`src/rtl/rr_arb_4to1.sv`:
```
// Four-requester round-robin arbiter feeding the 2-to-4 decoder select/enable pair.
// A grant is held until done/drop, or force-released after MAX_HOLD cycles under contention.
module rr_arb_4to1 #(
    parameter int unsigned MAX_HOLD = 16
) (
    input  logic       clk_in,
    input  logic       rst_n_in,
    input  logic [3:0] req_in,
    input  logic       done_in,
    output logic [1:0] sel_out,
    output logic       en_out,
    output logic       timeout_out
);

    localparam int CNT_W = (MAX_HOLD > 1) ? $clog2(MAX_HOLD) : 1;
    localparam logic [CNT_W-1:0] HOLD_LAST = CNT_W'(MAX_HOLD - 1);

    typedef enum logic {
        ST_IDLE  = 1'b0,
        ST_GRANT = 1'b1
    } state_t;

    state_t           r_state;
    logic [1:0]       r_ptr;
    logic [CNT_W-1:0] r_hold_cnt;
    logic [1:0]       r_sel;
    logic             r_en;
    logic             r_timeout;

    state_t           w_state_nxt;
    logic [1:0]       w_ptr_nxt;
    logic [CNT_W-1:0] w_hold_cnt_nxt;
    logic [1:0]       w_sel_nxt;
    logic             w_en_nxt;
    logic             w_timeout_nxt;

    logic [1:0]       w_winner;
    logic             w_found;
    logic [1:0]       w_scan;
    logic [3:0]       w_sel_mask;
    logic             w_other_req;
    logic             w_own_req;

    // Rotating-priority scan starting at the pointer; first set request wins.
    always_comb begin
        w_winner = r_ptr;
        w_found  = 1'b0;
        w_scan   = r_ptr;
        for (int k = 0; k < 4; k++) begin
            w_scan = r_ptr + k[1:0];
            if (!w_found && req_in[w_scan]) begin
                w_winner = w_scan;
                w_found  = 1'b1;
            end
        end
    end

    assign w_sel_mask  = 4'b0001 << r_sel;
    assign w_other_req = |(req_in & ~w_sel_mask);
    assign w_own_req   = |(req_in & w_sel_mask);

    always_comb begin
        w_state_nxt    = r_state;
        w_ptr_nxt      = r_ptr;
        w_hold_cnt_nxt = r_hold_cnt;
        w_sel_nxt      = r_sel;
        w_en_nxt       = r_en;
        w_timeout_nxt  = 1'b0;
        case (r_state)
            ST_IDLE: begin
                w_en_nxt = 1'b0;
                if (w_found) begin
                    w_sel_nxt      = w_winner;
                    w_en_nxt       = 1'b1;
                    w_ptr_nxt      = w_winner + 2'd1;
                    w_hold_cnt_nxt = '0;
                    w_state_nxt    = ST_GRANT;
                end
            end
            ST_GRANT: begin
                // A voluntary release outranks the forced one, so done never reports a timeout.
                if (done_in || !w_own_req) begin
                    w_en_nxt    = 1'b0;
                    w_state_nxt = ST_IDLE;
                end else if ((r_hold_cnt == HOLD_LAST) && w_other_req) begin
                    w_en_nxt      = 1'b0;
                    w_timeout_nxt = 1'b1;
                    w_state_nxt   = ST_IDLE;
                end else if (r_hold_cnt != HOLD_LAST) begin
                    w_hold_cnt_nxt = r_hold_cnt + CNT_W'(1);
                end
            end
            default: begin
                w_en_nxt    = 1'b0;
                w_state_nxt = ST_IDLE;
            end
        endcase
    end

    always_ff @(posedge clk_in or negedge rst_n_in) begin
        if (!rst_n_in) begin
            r_state    <= ST_IDLE;
            r_ptr      <= 2'd0;
            r_hold_cnt <= '0;
            r_sel      <= 2'd0;
            r_en       <= 1'b0;
            r_timeout  <= 1'b0;
        end else begin
            r_state    <= w_state_nxt;
            r_ptr      <= w_ptr_nxt;
            r_hold_cnt <= w_hold_cnt_nxt;
            r_sel      <= w_sel_nxt;
            r_en       <= w_en_nxt;
            r_timeout  <= w_timeout_nxt;
        end
    end

    assign sel_out     = r_sel;
    assign en_out      = r_en;
    assign timeout_out = r_timeout;

endmodule

```
`config.mk`:
```
export PLATFORM = sky130hd
export DESIGN_NAME = rr_arb_4to1
export DESIGN_NICKNAME = d
export VERILOG_FILES = /design/src/rtl/rr_arb_4to1.sv
export SDC_FILE = /design/constraint.sdc
export NUM_CORES = 1
export LEC_CHECK = 0
export CORE_MARGIN = 2
export CORE_UTILIZATION = 50
export CTS_CLUSTER_DIAMETER = 80
export CTS_CLUSTER_SIZE = 25
export DETAILED_ROUTE_END_ITERATION = 6
export PLACE_DENSITY = 0.84
export SYNTH_ARGS = -nofsm -noshare
export SYNTH_HDL_FRONTEND = slang
export SYNTH_SLANG_ARGS = --single-unit
```
`constraint.sdc`:
```
create_clock -name clk_in -period 1.7 [get_ports clk_in]
set_clock_uncertainty 0.1 [all_clocks]
set_input_delay 0.255 -clock clk_in [delete_from_list [all_inputs] [get_ports clk_in]]
set_output_delay 0.255 -clock clk_in [all_outputs]
set_load 0.02 [all_outputs]
```
==> impl_metrics.toml, run 1 <==
[worst_setup_path]
crit_path_max_fanout = 8
crit_type = "in -> reg"
reg2reg_depth = 5
cp.arrival_ns = 1.68
r2r-end = "en_out$_DFFE_PN0P_"
r2r_start = "r_hold_cnt[0]$_DFFE_PN0P_"
start_kind = "input port"
crit_start = "req_in[3]"
r2r_setup_slack_ns = 0.13
worst_ep_required_time_ns = 1.76
endpoint = "r_hold_cnt[3]$_DFFE_PN0P_"
endpoint_kind = "flip-flop"

[drt]
firstDrtPassIters = 4
vias = 691
dr.first_iter.drc_count = 4
wl_per_cell_um = 14.2
ant_nets = 0
drc_errors = 0
viasPerCell = 5.86
wirelength_um = 1680

[timing]
hold_viol_final = 0
slew_headroom_pct = 68.3
fin_crit_ns = 1.62
tightestPinTransition_ns = 0.474
setup_viol = 0
min_period_over_period_pct = 95.0
drv_slew = 0
setup_ws_ns = 0.0847
fin_setup_tns_ns = 0
rsz0062_at_grt = "no"
max_freq_mhz = 619

[logic_synthesis]
yosysWarnings = 0
synthMuxAreaShare_pct = 9.55
yosysUniqueCellTypes = 35
avgSynthCellArea_um2 = 9.00
synth_xor_area_share_pct = 0
synth_adder_area_share_pct = 1.68
synthSimpleGateAreaFrac_pct = 26.6
synth_area_um2 = 747
synth-seq-cells = 11
synth_top_family_by_area = "simple AND/OR/NAND/NOR gates"
seq_area_frac_synth_pct = 36.9
synthCells = 83
synth_nets = 91
synth_compound_area_share_pct = 21.1

[layout]
antenna_cells = 0
final_cell_mix = "12 x buf_4, 11 x dfrtp_1, 9 x nor2_1"
fillCellCount = 96
area.sequential_um2 = 275
area_growth_pct = 29.3
multiInputGateArea_um2 = 450
layout-drive-gt1-share_pct = 22.3
layout.nets = 112
final_common_cell = "buf_4"

[clock_network]
clock_sink_count = 11
clock_latency_ns = 0.27
clockBufferDepth = 2
htreeDepth = 1
tritoncts = "built"
hold_buffers = 0
numCtsBuffers = 3
post_cts_buffers = 0
cts.reportedPaths.clkPinSlew_ns = 0.07
ctsRootBufferMaster = "clkbuf_4"

[pwr]
p_sw_mw = 0.526
p_leak_nw = 0.450
p_per_area_mw_per_mm2 = 1320
internal_power_mw = 0.752
seq_power_share_pct = 35.8
pwr-share-clk_pct = 13.8
peakVddDrop_uv = 779
pwr-share-comb_pct = 50.4
p_sw_share_pct = 41.2
total_power_mw = 1.28

[global_routing]
grt-ovfl-total = 0
grt_pass1_vias = 699
antenna_found_initial = 0
grt_pass1_wl_um = 2910
grt_max_degree = 12
grtUsageTotal_pct = 21.5

[floorplan]
row_count = 13
die_w_um = 42.7
dieHeight_um = 42.7
initial_utilization_pct = 55.3
num_io_pins = 11
die-area_mm2 = 0.00182
coreArea_mm2 = 0.00135

[flow_run]
drv_cap = 0

[placement]
numPortBuffers = 10
hpwl_um = 1280
dp_slack_ns = -0.236
gp_congestion = 0.813

[status]
outcome = "complete, no violations"

[min_path]
hold_path.class = "in -> async"
## flip-flops by register name (all words and copies together) (netlist names), named ones only
signal,cells
r_state,1
en_out,1
sel_out,2
r_hold_cnt,4
r_ptr,1
timeout_out,1
## how the worst min path moves through the flow
stage,slack [ns],from,end,depth (start not counted)
2_1_floorplan,-0.14,rst_n_in,asynchronous set/reset pin,0
3_3_place_gp,0.39,en_out$_DFFE_PN0P_,en_out$_DFFE_PN0P_,1
3_5_place_dp,0.40,r_hold_cnt[2]$_DFFE_PN0P_,r_hold_cnt[2]$_DFFE_PN0P_,1
4_1_cts,0.23,rst_n_in,sel_out[1]$_DFFE_PN0P_,1
5_1_grt,0.28,rst_n_in,sel_out[1]$_DFFE_PN0P_,1
6_report,0.21,rst_n_in,sel_out[1]$_DFFE_PN0P_,1
## power by group through the flow
stage / Combinational [mW] / Sequential (mW) / Clock, mW
6_report: 0.644 / 0.458 / 0.177
5_1_grt: 0.703 / 0.474 / 0.195
4_1_cts: 0.631 / 0.454 / 0.182
3_5_place_dp: 0.634 / 0.459 / 0
3_3_place_gp: 0.617 / 0.450 / 0
2_1_floorplan: 0.402 / 0.447 / 0
## cells by family after synthesis
logic type	after synthesis
buffers and inverters	7
adder cells (fa/ha/maj)	1
AND/OR/NAND/NOR	37
flip-flops	11
AO/OA/AOI/OAI	20
multiplexers	7
## per-layer routing
layer	track usage (%)	up-vias	share of wire [%]	wire length [um]
met5	0	-	0	0
met4	7.50	0	0.83	14
met3	8.09	4	5.7	95
met2	36.7	17	48	806
met1	24.3	326	45	762
li1	-	344	-	-
## worst max-delay path: stages
cell and delay, ns:
clkdlybuf4s50_1 0.53, buf_4 0.19, mux2i_1 0.12, o22ai_4 0.28, a211oi_1 0.12, a31o_1 0.19
## final cells by class
cell class                      instances  share of cell area (%)
Clock buffer                            4                    2.72
Inverter                                1                   0.389
Multi-Input combinational cell         65                    46.6
Sequential cell                        11                    28.5
Tap cell                               15                    1.94
Timing Repair Buffer                   22                    19.8
## stage by stage
stage | hold slack [ns] | cells | instance area [um2] | util [%]
after global routing | 0.277 | 118 | 966 | 71.5
after global placement | 0.386 | 114 | 928 | 68.8
after floorplan | -0.141 | 83 | 747 | -
after CTS | 0.231 | 118 | 953 | 70.6
final | 0.206 | 118 | 966 | 71.5
after detailed placement | 0.396 | 114 | 928 | 68.8
## synthesized netlist by cell type, drive strengths merged
library cell | number | area (um2)
mux2 | 1 | 11.3
nand2 | 9 | 36.3
and3 | 1 | 6.26
nand3b | 1 | 7.51
nor2b | 4 | 32.5
a21oi | 4 | 20.0
a31oi | 2 | 12.5
o2111ai | 1 | 8.76
nand3 | 2 | 15.0
o41ai | 2 | 25.0
or4 | 1 | 7.51
nor2 | 10 | 37.5
or3b | 1 | 8.76
nand2b | 2 | 12.5
dfrtp | 11 | 275
a31o | 2 | 17.5
clkbuf | 4 | 15.0
a311oi | 1 | 8.76
o21ai | 3 | 15.0
and2 | 2 | 15.0
ha | 1 | 12.5
a211oi | 1 | 7.51
inv | 1 | 3.75
mux2i | 6 | 60.1
o31ai | 1 | 7.51
buf | 2 | 12.5
nor3 | 4 | 20.0
a21o | 2 | 15.0
o22ai | 1 | 20.0
## timing repair
action | CTS | global route
setup endpoints to repair | 1 | 1
pin swaps | 0 | 0
resized for setup | 1 | 3
Note: power is estimated with default switching activity, not from simulation.
==> run 2, diff against run 1 <==
Settings changed: PLACE_DENSITY 0.84 to 0.85, TNS_END_PERCENT set to 30.
==> impl_metrics.toml, run 2 (synthesis gave the netlist of run 1 again) <==
[global_routing]
grt_max_degree = 12
grt_pass1_vias = 643
grt-ovfl-total = 0
grtUsageTotal_pct = 20.1
antenna_found_initial = 0
grt_pass1_wl_um = 2790

[clock_network]
cts.reportedPaths.clkPinSlew_ns = 0.07
htreeDepth = 1
clock_sink_count = 11
ctsRootBufferMaster = "clkbuf_4"
hold_buffers = 0
clock_latency_ns = 0.26
clockBufferDepth = 2
numCtsBuffers = 3
tritoncts = "built"

[worst_setup_path]
crit_chain = "clkdlybuf4s50_1"
worst_ep_required_time_ns = 1.34
endpoint_kind = "output pin"
r2r_start = "sel_out[0]$_DFFE_PN0P_"
crit_path_max_fanout = 3
cp.arrival_ns = 1.26
r2r_setup_slack_ns = 0.15
critPathTopFamily = "buffers and inverters"
cp_slowest_cell = "clkdlybuf4s50_1"
r2r-end = "r_hold_cnt[3]$_DFFE_PN0P_"
timing.critical_path.buf_inv = 1
reg2reg_depth = 4
start_kind = "flip-flop"
crit_type = "reg -> out"
crit_path_max_incr_delay_ns = 0.61

[pwr]
pwr-share-comb_pct = 52.0
p_per_area_mw_per_mm2 = 1310
p_sw_mw = 0.515
seq_power_share_pct = 34.3
p_sw_share_pct = 40.8
internal_power_mw = 0.749
peakVddDrop_uv = 745
pwr-share-clk_pct = 13.7
total_power_mw = 1.26
p_leak_nw = 0.444

[placement]
gp_congestion = 0.771
dp_slack_ns = -0.197
place_inst = 115
dpl-instance-area_um2 = 936
hpwl_um = 1280
numPortBuffers = 10

[floorplan]
die_w_um = 42.7
die-area_mm2 = 0.00182
dieHeight_um = 42.7
coreArea_mm2 = 0.00135
num_io_pins = 11
initial_utilization_pct = 55.3
row_count = 13

[drt]
dr.first_iter.drc_count = 13
ant_nets = 0
vias = 689
wl_per_cell_um = 13.4
viasPerCell = 5.79
wirelength_um = 1590
firstDrtPassIters = 4
drc_errors = 0

[layout]
largest_reg_flops = 4
top_register = "r_hold_cnt"
multiInputGateArea_um2 = 440
antenna_cells = 0
stdcell_count = 119
fillCellCount = 95
layout-drive-gt1-share_pct = 22.1
final_common_cell = "buf_4"
area_growth_pct = 28.8
area.sequential_um2 = 275
fin_util_pct = 71.3
final_area_um2 = 962
layout.nets = 113
final_cell_mix = "13 x buf_4, 11 x dfrtp_1, 10 x nor2_1"

[timing]
max_freq_mhz = 621
fin_setup_tns_ns = 0
rsz0062_at_grt = "no"
hold_viol_final = 0
fin_hold_ws_ns = 0.223
slew_headroom_pct = 66.2
setup_ws_ns = 0.0888
setup_viol = 0
min_period_over_period_pct = 94.8
fin_crit_ns = 1.61
drv_slew = 0
tightestPinTransition_ns = 0.505

[status]
outcome = "complete, no violations"

[flow_run]
drv_cap = 0

[min_path]
hold_path.class = "in -> async"
## run 2: layer usage
layer / part of all wire, % / GRT usage (%)
met1: 44 / 26.0
met3: 5.2 / 5.11
met5: 0 / 0
met4: 0 / 1.88
met2: 51 / 34.8
## run 2: worst max-delay path by stage
stage                           start                        end  slack [ns]  depth (start not counted)
2_1_floorplan  sel_out[1]$_DFFE_PN0P_         en_out$_DFFE_PN0P_        0.05                          4
3_3_place_gp                req_in[3]                  flip-flop       -0.17                          6
3_5_place_dp                req_in[3]  r_hold_cnt[3]$_DFFE_PN0P_       -0.20                          6
4_1_cts                     req_in[3]  r_hold_cnt[3]$_DFFE_PN0P_        0.08                          6
5_1_grt                     req_in[2]                  flip-flop        0.01                          6
6_report       sel_out[0]$_DFFE_PN0P_                 sel_out[0]        0.09                          1
## run 2: final cells by class
class	instances	area share [%]
Multi-Input combinational cell	65	45.8
Clock buffer	3	2.34
Inverter	1	0.390
Sequential cell	11	28.6
Timing Repair Buffer	23	20.4
Tap cell	15	1.95
Clock inverter	1	0.520
## run 2: repair_timing
item,CTS,global route
pin swaps,0,1
endpoints found under the hold margin,0,0
resized for setup,1,0
setup buffers,0,0
setup endpoints to repair,1,1
## run 2: power by group through the flow
stage	combinational [mW]	sequential, mW	clock [mW]
after detailed placement	0.666	0.437	0
after CTS	0.658	0.431	0.181
after global placement	0.646	0.433	0
after floorplan	0.402	0.447	0
final	0.657	0.434	0.173
after global routing	0.718	0.445	0.195
